$ cat src/rtl/pipeline_hazard_ctrl.sv
// -----------------------------------------------------------------------------
// pipeline_hazard_ctrl
//
// Hazard / stall controller for a classic 5-stage in-order pipeline.
// Handles three event classes seen from the ID stage:
//   * taken branch/jump resolved in EX  -> flush IF/ID, bubble ID/EX
//   * load-use hazard (EX load feeds ID) -> freeze PC and IF/ID, bubble ID/EX
//                                           for LU_STALL_CYCLES cycles total
//   * multiply/divide in ID              -> launch mul/div unit, hold the
//                                           front end until md_done or timeout
//
// Parameters
//   LU_STALL_CYCLES  total ID stall cycles per load-use hazard (1..4)
//   MD_TIMEOUT       max MD_BUSY stall cycles before aborting (1..255)
//
// Ports
//   clk, rst_n        clock, asynchronous active-low reset
//   RsAddr_id/RtAddr_id  ID source registers
//   MemRead_ex        EX instruction is a load
//   RegWriteAddr_ex   EX destination register
//   branch_taken_ex   EX resolved a taken branch/jump
//   md_req_id         ID instruction is mul/div
//   md_done           one-cycle completion pulse from mul/div
//   pc_write, ifid_write  PC / IF/ID enables
//   idex_bubble       load a NOP into ID/EX
//   ifid_flush        clear IF/ID
//   md_start          one-cycle launch pulse to mul/div
//   md_error          sticky mul/div timeout flag
//   stall_cnt         saturating count of cycles with pc_write low
// -----------------------------------------------------------------------------
module pipeline_hazard_ctrl #(
  parameter int unsigned LU_STALL_CYCLES = 1,
  parameter int unsigned MD_TIMEOUT      = 255
) (
  input  logic        clk,
  input  logic        rst_n,
  input  logic [4:0]  RsAddr_id,
  input  logic [4:0]  RtAddr_id,
  input  logic        MemRead_ex,
  input  logic [4:0]  RegWriteAddr_ex,
  input  logic        branch_taken_ex,
  input  logic        md_req_id,
  input  logic        md_done,
  output logic        pc_write,
  output logic        ifid_write,
  output logic        idex_bubble,
  output logic        ifid_flush,
  output logic        md_start,
  output logic        md_error,
  output logic [15:0] stall_cnt
);

  typedef enum logic [1:0] {
    RUN      = 2'd0,
    LU_STALL = 2'd1,
    MD_BUSY  = 2'd2,
    HOLD     = 2'd3
  } state_t;

  // A single-cycle load-use stall never leaves RUN; longer stalls spend the
  // remaining LU_STALL_CYCLES-1 cycles in LU_STALL counting down to zero.
  localparam bit         LU_MULTI = (LU_STALL_CYCLES > 1);
  localparam int         LU_LOAD_I = LU_MULTI ? int'(LU_STALL_CYCLES) - 2 : 0;
  localparam logic [1:0] LU_LOAD  = 2'(LU_LOAD_I);
  localparam logic [7:0] TO_LIMIT = 8'(MD_TIMEOUT);

  state_t      r_state;
  logic [1:0]  r_lu_cnt;
  logic [7:0]  r_to_cnt;
  logic        r_md_error;
  logic [15:0] r_stall_cnt;

  state_t      w_next;
  logic [1:0]  w_lu_cnt_nxt;
  logic [7:0]  w_to_cnt_nxt;
  logic        w_set_err;
  logic        w_lu;
  logic        w_stall;
  logic        w_flush;
  logic        w_start;

  assign w_lu = MemRead_ex && (RegWriteAddr_ex != 5'd0) &&
                ((RegWriteAddr_ex == RsAddr_id) || (RegWriteAddr_ex == RtAddr_id));

  // Next-state and event decode. HOLD is unreachable and behaves as RUN.
  always_comb begin
    w_next       = RUN;
    w_lu_cnt_nxt = r_lu_cnt;
    w_to_cnt_nxt = r_to_cnt;
    w_set_err    = 1'b0;
    w_stall      = 1'b0;
    w_flush      = 1'b0;
    w_start      = 1'b0;
    case (r_state)
      LU_STALL: begin
        w_stall = 1'b1;
        if (r_lu_cnt == 2'd0) begin
          w_next = RUN;
        end else begin
          w_next       = LU_STALL;
          w_lu_cnt_nxt = r_lu_cnt - 2'd1;
        end
      end
      MD_BUSY: begin
        if (md_done) begin
          w_next = RUN;
        end else if (r_to_cnt == TO_LIMIT) begin
          // Unit never answered: give up, release the front end, flag it.
          w_next    = RUN;
          w_set_err = 1'b1;
        end else begin
          w_next       = MD_BUSY;
          w_stall      = 1'b1;
          w_to_cnt_nxt = r_to_cnt + 8'd1;
        end
      end
      default: begin
        // Branch wins: the ID instruction is on the wrong path, so any
        // hazard or mul/div it would raise is irrelevant.
        if (branch_taken_ex) begin
          w_flush = 1'b1;
        end else if (w_lu) begin
          w_stall = 1'b1;
          if (LU_MULTI) begin
            w_next       = LU_STALL;
            w_lu_cnt_nxt = LU_LOAD;
          end
        end else if (md_req_id) begin
          w_stall      = 1'b1;
          w_start      = 1'b1;
          w_to_cnt_nxt = 8'd0;
          w_next       = MD_BUSY;
        end
      end
    endcase
  end

  // Outputs are combinational but forced inactive while reset is held.
  always_comb begin
    pc_write    = 1'b0;
    ifid_write  = 1'b0;
    idex_bubble = 1'b0;
    ifid_flush  = 1'b0;
    md_start    = 1'b0;
    if (rst_n) begin
      pc_write    = !w_stall;
      ifid_write  = !w_stall;
      idex_bubble = w_stall || w_flush;
      ifid_flush  = w_flush;
      md_start    = w_start;
    end
  end

  assign md_error  = r_md_error;
  assign stall_cnt = r_stall_cnt;

  always_ff @(posedge clk or negedge rst_n) begin
    if (!rst_n) begin
      r_state     <= RUN;
      r_lu_cnt    <= 2'd0;
      r_to_cnt    <= 8'd0;
      r_md_error  <= 1'b0;
      r_stall_cnt <= 16'd0;
    end else begin
      r_state  <= w_next;
      r_lu_cnt <= w_lu_cnt_nxt;
      r_to_cnt <= w_to_cnt_nxt;
      if (w_set_err) begin
        r_md_error <= 1'b1;
      end
      if (!pc_write && (r_stall_cnt != 16'hFFFF)) begin
        r_stall_cnt <= r_stall_cnt + 16'd1;
      end
    end
  end

endmodule

$ cat config.mk
export PLATFORM = sky130hd
export DESIGN_NAME = pipeline_hazard_ctrl
export DESIGN_NICKNAME = d
export VERILOG_FILES = /design/src/rtl/pipeline_hazard_ctrl.sv
export SDC_FILE = /design/constraint.sdc
export NUM_CORES = 1
export LEC_CHECK = 0
export CAP_MARGIN = 20
export CORE_MARGIN = 3
export CORE_UTILIZATION = 52
export DETAILED_ROUTE_END_ITERATION = 16
export PLACE_DENSITY_LB_ADDON = 0.3
export SETUP_SLACK_MARGIN = 0.05
export SLEW_MARGIN = 0
export SYNTH_ARGS = -nofsm -noshare
export SYNTH_HDL_FRONTEND = slang
export SYNTH_SLANG_ARGS = --single-unit
$ cat constraint.sdc
create_clock -name clk -period 5.2 [get_ports clk]
set_input_delay 0.52 -clock clk [delete_from_list [all_inputs] [get_ports clk]]
set_output_delay 0.52 -clock clk [all_outputs]
set_load 0.01 [all_outputs]
==> out/summary.txt <==
Mapped Area: 1670 um2
Setup WS post-layout: 1870 ps
most common cell after layout, fill and taps aside: clkdlybuf4s50_1
Port-buffer cells: 42
Final setup viols: 0
syn nets: 199
initial antenna violation count: 0
# H-tree levels: 2
gr usage total: 20.2%
dpl ws: 1910 ps
Slew HR: 54.8%
Ant. Diodes: 0
Max FO, Critical Path: 15
RSZ-0062 raised after global routing: false
WP data required: 4680 ps
CTS Buffer Depth: 2
Leakage: 0.945 nW
post_cts resized: 0
share of cells above drive strength 1: 6.79%
area grow syn2layout: 33.1%
die width: 62.6 um
CP max stage delay: 580 ps
drt drc: 0
hold_buf cts: 0
vias in the first global route: 1,408
Via density: 5.61
register area share after synthesis: 43.6%
CP delay by family, top: buffers and inverters
Synth cell types: 35
maximum number of pins on one net before global-route repair: 34
final setup TNS: 0 ps
Worst-path clk slew: 80 ps
Least-Margin Pin Slew: 673 ps
HPWL Detailed: 2.77 mm
DRT Wirelength: 3.67 mm
Post-CTS Setup Bufs: 0
Slew Viols, Final: 0
die area: 3920 um2
Die Ht: 62.6 um
Rows: 19
Synth Instances: 173
Min-Delay Path Class: reg2reg
number of detailed-route iterations in the first pass: 4
TritonCTS Sinks: 29
CTS Root Cell: clkbuf_4
status: finished, final reports clean
Top cell by count, worst path: clkdlybuf4s50_1
core area: 2900 um2
maximum vdd drop: 0.000241 V
TritonCTS clock tree: built
Final period util: 64.1%
antenna-violating nets left: 0
Max Cap Violations: 0
Nets: 246
most frequent cells in the layout: clkdlybuf4s50_1, dfrtp_1, xnor2_1
first-pass GRT wire length: 6.30 mm
vias: 1,475
total gr overflow: 0
Clock Latency Late Sink: 330 ps
worst path bufs/invs: 4
Yosys warnings: 0
Crit. path cell count: 8
pwr/cell area: 304 nW/um2
clk_skew: 11.2 ps
routability congestion estimate: 0.829
min cycle time layout: 3330 ps
fmax: 300 MHz
crit path kind: in2out
Worst Hold Depth: 1
crit start category: primary input
Slowest cell on crit path: or4_4
initial core utilization: 57.4%
FF-to-FF path depth: 9
CP endpoint kind: output pin
filler cell count: 206
arrival time worst endpoint: 2810 ps
DR iter-0 viols: 125
Mapped Avg Cell Area: 9.63 um2
#FFs+latches synth: 29
total CTS buffers: 5
final hold violation count: 0
number of I/O pins: 43
sequence of cells on the critical path: clkdlybuf4s50_1 > or4_4 > o21ai_4 > nand2b_1 > o21ai_1 > buf_4 > inv_1 > clkdlybuf4s50_1
Routed WL per cell: 13.9 um
[cell families after synthesis]
kind of cell | count (synthesis) | synth area share (%)
AOI/OAI and AO/OA | 25 | 10.4
adders and majority gates | 5 | 3.76
and+or+nand+nor | 73 | 23.6
DFF | 29 | 43.6
xor gates and xnor gates | 26 | 13.7
buffers and inverters | 12 | 3.08
muxes | 3 | 1.95
[through the flow]
stage / hold WS (ps) / instances / utilization (%) / total power (W) / instance area, um2
final: 475 / 263 / 76.4 / 0.000675 / 2220
after floorplan: 224 / 173 / - / 0.000383 / 1670
after CTS: 477 / 263 / 76.4 / 0.000680 / 2220
after global routing: 491 / 263 / 76.4 / 0.000713 / 2220
after detailed placement: 449 / 255 / 73.5 / 0.000485 / 2130
after global placement: 438 / 255 / 73.5 / 0.000478 / 2130
[layer usage]
metal	share of wire (%)	track usage, %
met1	40	23.8
met2	52	34.5
met3	6.1	5.76
met4	1.3	8.26
met5	0	0
[area by class of cell]
type | instances | area (um2) | area share, %
clock buffer | 7 | 55.1 | 2.48
clock inverter | 1 | 30.0 | 1.35
inverter | 8 | 30.0 | 1.35
multi-input combinational | 132 | 888 | 40.1
sequential | 29 | 726 | 32.7
tap | 42 | 52.6 | 2.37
timing repair buffer | 44 | 435 | 19.6
[state kept, by name (all words and copies together), names as in the netlist]
name,flops
r_state,2
stall_cnt,16
r_lu_cnt,2
md_error,1
r_to_cnt,8
[Yosys cell counts]
library cell	count	area share [%]
nor2_1	11	2.5
o31ai_1	3	1.4
nand3b_1	1	0.45
xnor2_1	15	7.9
nor2b_1	3	1.1
a22o_1	1	0.53
nand3_1	13	3.9
inv_1	8	1.8
ha_1	5	3.8
nor3_1	4	1.2
clkbuf_1	1	0.23
o21ai_0	5	1.5
nand2_1	12	2.7
a21o_1	1	0.45
dfrtp_1	29	44
o21ai_1	2	0.60
and3_1	11	4.1
and3b_1	1	0.53
or4_1	3	1.4
o21ai_4	1	0.98
or3_1	3	1.1
a21oi_1	8	2.4
a22oi_1	1	0.45
buf_2	2	0.60
xor2_1	11	5.8
a21oi_2	1	0.53
buf_4	1	0.45
o2bb2ai_2	1	0.90
nand4_1	5	1.9
mux2i_1	1	0.60
or4_4	1	0.68
mux2_2	2	1.4
nand2b_1	3	1.1
nor3b_1	2	0.90
o2111a_1	1	0.68
[report_power, final]
| part | switching (W) | internal (W) |
|---|---|---|
| logic | 0.0000826 | 0.000107 |
| clock network | 0.0000770 | 0.000115 |
| registers | 0.0000388 | 0.000255 |
[final timing paths]
kind	startpoint	to	slack, ps
hold reg to reg	md_error	md_error	470
setup reg to reg	r_to_cnt[0]	stall_cnt[1]	2770
min in group asynchronous	rst_n	stall_cnt[13]	570
max in group asynchronous	rst_n	md_error	4330
hold / removal	md_error	md_error	470
setup / recovery	RegWriteAddr_ex[1]	pc_write	1870
(Power assumes the default switching activity.)
